### config.mk
export PLATFORM = sky130hd
export DESIGN_NAME = exc_ctrl
export DESIGN_NICKNAME = d
export VERILOG_FILES = /design/src/rtl/cp0_pkg.sv /design/src/rtl/irq_sync.sv /design/src/rtl/exc_ctrl.sv
export SDC_FILE = /design/constraint.sdc
export NUM_CORES = 1
export LEC_CHECK = 0
export ABC_AREA = 1
export CORE_MARGIN = 5
export CORE_UTILIZATION = 30
export DETAILED_ROUTE_END_ITERATION = 12
export PLACE_DENSITY_LB_ADDON = 0.12
export SLEW_MARGIN = 20
export SYNTH_ARGS = -nofsm -noshare
export SYNTH_HDL_FRONTEND = slang
export SYNTH_HIERARCHICAL = 1
export SYNTH_SLANG_ARGS = --single-unit
### constraint.sdc
create_clock -name clk -period 4.2 [get_ports clk]
set_input_delay 0.42 -clock clk [delete_from_list [all_inputs] [get_ports clk]]
set_output_delay 0.42 -clock clk [all_outputs]
set_load 0.02 [all_outputs]
### src/rtl/cp0_pkg.sv
// Shared CP0 definitions: ExcCodes, status-word bit positions and the
// exception controller state encoding.
package cp0_pkg;

    localparam logic [4:0] EXC_INT = 5'd0;
    localparam logic [4:0] EXC_SYS = 5'd8;
    localparam logic [4:0] EXC_BRK = 5'd9;
    localparam logic [4:0] EXC_TEQ = 5'd13;

    localparam int ST_IE  = 0;
    localparam int ST_IM  = 1;
    localparam int ST_SYS = 8;
    localparam int ST_BRK = 9;
    localparam int ST_TEQ = 10;

    typedef enum logic [1:0] {
        S_IDLE,
        S_TRAP,
        S_RET,
        S_FLUSH
    } exc_state_e;

    // Cause word layout: ExcCode sits in bits [6:2].
    function automatic logic [31:0] make_cause(input logic [4:0] code);
        return {25'b0, code, 2'b0};
    endfunction

endpackage

### src/rtl/irq_sync.sv
// External interrupt front end: two-flop synchroniser, rising-edge detector
// and a pending latch that only the controller's take signal clears.
module irq_sync (
    input  logic clk,
    input  logic rst,
    input  logic irq,
    input  logic clear,
    output logic pending
);

    logic sync1;
    logic sync2;
    logic sync_prev;
    logic edge_det;

    // NOTE: sequential state uses non-blocking assignments so every flop
    // samples the pre-edge value of its neighbour.
    always_ff @(posedge clk or negedge rst) begin
        if (!rst) begin
            sync1     <= 1'b0;
            sync2     <= 1'b0;
            sync_prev <= 1'b0;
        end else begin
            sync1     <= irq;
            sync2     <= sync1;
            sync_prev <= sync2;
        end
    end

    assign edge_det = sync2 & ~sync_prev;

    // Clear wins over a same-cycle edge, so that edge is lost.
    always_ff @(posedge clk or negedge rst) begin
        if (!rst) begin
            pending <= 1'b0;
        end else if (clear) begin
            pending <= 1'b0;
        end else if (edge_det) begin
            pending <= 1'b1;
        end
    end

endmodule

### src/rtl/exc_ctrl.sv
// Exception/interrupt controller ahead of CP0: gates and prioritises trap
// sources, pulses CP0 exception/eret and redirects/flushes the front end.
module exc_ctrl
    import cp0_pkg::*;
#(
    parameter logic [31:0] EXC_VECTOR   = 32'h0040_0004,
    parameter int          FLUSH_CYCLES = 2
) (
    input  logic        clk,
    input  logic        rst,
    input  logic        instr_valid,
    input  logic [31:0] instr_pc,
    input  logic        req_syscall,
    input  logic        req_break,
    input  logic        req_teq,
    input  logic        req_eret,
    input  logic        irq,
    input  logic [31:0] status_in,
    input  logic [31:0] epc_in,
    output logic        exception,
    output logic        eret,
    output logic [31:0] cause,
    output logic [31:0] exc_pc,
    output logic        redirect_valid,
    output logic [31:0] redirect_pc,
    output logic        flush,
    output logic        busy
);

    // FLUSH holds for FLUSH_CYCLES-1 cycles; counter loads the last index.
    localparam logic [2:0] FLUSH_LOAD = 3'(FLUSH_CYCLES - 2);

    exc_state_e  state;
    logic [2:0]  flush_cnt;
    logic        irq_pending;
    logic        ie;
    logic        teq_ok;
    logic        sys_ok;
    logic        brk_ok;
    logic        int_ok;
    logic        sample;
    logic        take_eret;
    logic        take_exc;
    logic        take_int;
    logic [4:0]  exc_code;
    logic        unused_status;

    assign unused_status = ^{status_in[31:11], status_in[7:2]};

    irq_sync u_irq_sync (
        .clk     (clk),
        .rst     (rst),
        .irq     (irq),
        .clear   (take_int),
        .pending (irq_pending)
    );

    assign ie     = status_in[ST_IE];
    assign teq_ok = req_teq     & ie & status_in[ST_TEQ];
    assign sys_ok = req_syscall & ie & status_in[ST_SYS];
    assign brk_ok = req_break   & ie & status_in[ST_BRK];
    assign int_ok = irq_pending & ie & status_in[ST_IM];

    assign sample    = (state == S_IDLE) & instr_valid;
    assign take_eret = sample & req_eret;
    assign take_exc  = sample & ~req_eret & (teq_ok | sys_ok | brk_ok | int_ok);
    assign take_int  = take_exc & ~teq_ok & ~sys_ok & ~brk_ok;

    // NOTE: every always_comb output gets a default first so no latch is inferred.
    always_comb begin
        exc_code = EXC_INT;
        if (teq_ok)      exc_code = EXC_TEQ;
        else if (sys_ok) exc_code = EXC_SYS;
        else if (brk_ok) exc_code = EXC_BRK;
    end

    // EPC is forwarded live in RET so a same-cycle CP0 update is honoured.
    always_comb begin
        redirect_pc = '0;
        case (state)
            S_TRAP:  redirect_pc = EXC_VECTOR;
            S_RET:   redirect_pc = epc_in;
            default: redirect_pc = '0;
        endcase
    end

    always_ff @(posedge clk or negedge rst) begin
        if (!rst) begin
            state          <= S_IDLE;
            flush_cnt      <= '0;
            exception      <= 1'b0;
            eret           <= 1'b0;
            cause          <= '0;
            exc_pc         <= '0;
            redirect_valid <= 1'b0;
            flush          <= 1'b0;
            busy           <= 1'b0;
        end else begin
            exception      <= 1'b0;
            eret           <= 1'b0;
            redirect_valid <= 1'b0;
            case (state)
                S_IDLE: begin
                    if (take_eret) begin
                        state          <= S_RET;
                        eret           <= 1'b1;
                        redirect_valid <= 1'b1;
                        flush          <= 1'b1;
                        busy           <= 1'b1;
                    end else if (take_exc) begin
                        state          <= S_TRAP;
                        exception      <= 1'b1;
                        cause          <= make_cause(exc_code);
                        exc_pc         <= instr_pc;
                        redirect_valid <= 1'b1;
                        flush          <= 1'b1;
                        busy           <= 1'b1;
                    end
                end
                S_TRAP, S_RET: begin
                    if (FLUSH_CYCLES == 1) begin
                        state <= S_IDLE;
                        flush <= 1'b0;
                        busy  <= 1'b0;
                    end else begin
                        state     <= S_FLUSH;
                        flush_cnt <= FLUSH_LOAD;
                    end
                end
                S_FLUSH: begin
                    if (flush_cnt == '0) begin
                        state <= S_IDLE;
                        flush <= 1'b0;
                        busy  <= 1'b0;
                    end else begin
                        flush_cnt <= flush_cnt - 3'd1;
                    end
                end
                default: state <= S_IDLE;
            endcase
        end
    end

endmodule

==> metrics.cfg <==
[cts]
cts_buffers = 5
htree_num_levels = 2
cts_max_path_buffers = 2
cts_root_buffer = clkbuf_8
clkSinkCount = 48
clk_latency_ps = 290
post-cts-setup-buffers = 0
cts_hold_buf = 0
cts_tree = done
clkTransAtPathRegs_ps = 90
ctsResizeCount = 0

[floorplan]
core_area_mm2 = 0.008093
dieArea_mm2 = 0.01011
io_pins = 205
num_rows = 33
dieWidth_um = 100.5
start_util_pct = 30.38
die_y_um = 100.5

[detailed_routing]
vias_per_cell = 4.011
dr.pass1.iters = 4
drcViolationCount = 0
totalWireLength_mm = 6.844
vias = 2290
postRouteAntennaNets = 0
drt_iter0_drc = 67
routedWlPerCell_um = 11.99

[min_path]
worstHoldPathType = in2async

[synthesis]
synth_top_family_by_area = simple AND/OR/NAND/NOR gates
ys_seq_area_share_pct = 48.85
avgSynthCellArea_um2 = 7.659
synth_compound_area_share_pct = 2.290
synth-xor-area-share_pct = 0
synth_top_area_cell = dfrtp_1
synthSimpleGateAreaFrac_pct = 26.77
synth_top_area_share_pct = 48.85
synthMuxAreaShare_pct = 0
synth_fa_ha_area_share_pct = 3.053
syn_area_mm2 = 0.002459
yosysUniqueCellTypes = 20
yosys_warnings = 6
syn_inst = 321
ys_top_cells_by_area = dfrtp_1 49%, nand2_1 23%, buf_4 10%, inv_1 6.9%, ha_1 3.1%
synth_seq_cells = 48

[critical_path]
arrival_ps = 2570
r2r_cells = 8
path_class = reg2out
crit_path_max_fanout = 32
cp_num_buf_inv = 2
slowest_stage = ha_1
cp.depth = 5
cp.required_ps = 3780
cp_top_family = adder cells
startpoint = state[0]
crit_path_max_incr_delay_ps = 820
endpoint_kind = output port
r2r-start = state[1]
path_cells = inv_1, ha_1, nand2_1, a21oi_1, clkdlybuf4s50_1
crit_path_start_kind = flop

[sta]
timing.slew.headroom_pct = 33.08
postLayoutSetupSlackWorst_ps = 1211
finalHoldViolCount = 0
finalCriticalPeriod_ps = 2989
slew_violations = 0
skew_ps = 2.202
fmax_ghz = 0.3346
tightest_slew_ps = 1004
setup_viol = 0
hold-worst-slack_ps = 207.4
period_share_pct = 71.16
rsz0062_at_grt = no
final.setup.tns_ps = 0

[run]
maxCapViolCount = 0

[cells_and_area]
drive_above_1_share_pct = 2.790
post-route-util_pct = 49.18
stdcell_area_mm2 = 0.003980
syn2layout_area_growth_pct = 61.88
num_antenna_cells = 0
nets = 575
final_cells = 571

[grt]
grt_pass1_vias = 2281
overflow = 0
grt_max_degree = 49
grt_pass1_wl_mm = 11.16
antenna_found_initial = 0
grtUsageTotal_pct = 13.63

[place]
pre_cts_slack_ps = 1429
gp_congestion = 0.7905
port_buffers = 148
dpl-instance-area_mm2 = 0.003887
dp_hpwl_mm = 5.238
placed_cells = 563

[power]
power_leakage_nw = 2.135
powerDensity_mw_per_mm2 = 606.4
peakVddDrop_mv = 0.2609
power.total_mw = 2.413

[status]
status = finished clean

-- per-layer routing --
metal  vias to the layer above  share of wire, %  track usage (%)
met5                         -                 0                0
met4                         0              0.61            3.109
met3                         4                13            5.467
met2                       125                46            22.73
met1                       997                41            16.57
li1                       1164                 -                -
-- Yosys cell counts (all sizes together) --
cell	number
nand2	150
dfrtp	48
inv	46
buf	37
nand3	9
nor2	8
ha	6
o21ai	5
a21oi	4
clkbuf	3
and3	1
conb	1
nand4	1
nor3	1
o21a	1
-- power breakdown --
part / switching [mW] / internal [mW] / leakage [nW]
logic: 0.741 / 0.637 / 1.48
registers: 0.103 / 0.648 / 0.602
clock network: 0.153 / 0.132 / 0.0510
total: 0.996 / 1.42 / 2.13
-- cell usage in the layout (no fill, tap or decap) --
master	count
buf_4	1
conb_1	29
and3_1	1
nor3_1	1
ha_1	6
a21oi_1	3
o21ai_0	5
a21oi_2	1
o21a_1	1
inv_1	45
nand3_1	9
nand2_2	1
clkdlybuf4s50_1	147
clkbuf_8	6
nand4_1	1
clkinv_2	2
buf_2	1
dfrtp_1	48
inv_2	1
nand2_1	149
nor2_1	8
-- cell families (layout without fill, tap and decap cells) --
group,after synthesis,after routing
AOI/OAI and AO/OA,10,10
other,1,29
buffers and inverters,86,203
DFF,48,48
adders and majority gates,6,6
and+or+nand+nor,170,170
-- state kept, by name (all words and copies together) (netlist names) --
register / flops
u_irq_sync/sync_prev: 1
cause: 3
redirect_valid: 1
eret: 1
busy: 1
flush_cnt: 3
u_irq_sync/sync1: 1
u_irq_sync/sync2: 1
exc_pc: 32
exception: 1
u_irq_sync/pending: 1
state: 2
-- worst reg2reg max path: cells and delay by family (launching register included) --
kind | cells | cell delay (ps)
DFF | 1 | 430
adders and majority gates | 1 | 250
buffers and inverters | 2 | 790
and+or+nand+nor | 5 | 920
-- worst paths after layout --
kind                               endpoint  slack (ps)
min reg2reg                u_irq_sync/sync2         360
max                          redirect_pc[2]        1210
min in group clk           u_irq_sync/sync2         360
min                              exc_pc[13]         210
max reg2reg                      exc_pc[16]        1750
max in group asynchronous              eret        3570
-- area by class of cell --
type,instances,area [um2]
clock buffers,6,82.58
clock inverters,2,10.01
fillers,821,4113
inverters,46,172.7
multi-input cells,215,898.4
flip-flops and latches,48,1201
well taps,105,131.4
repair buffers,149,1484
(Power assumes the default switching activity.)
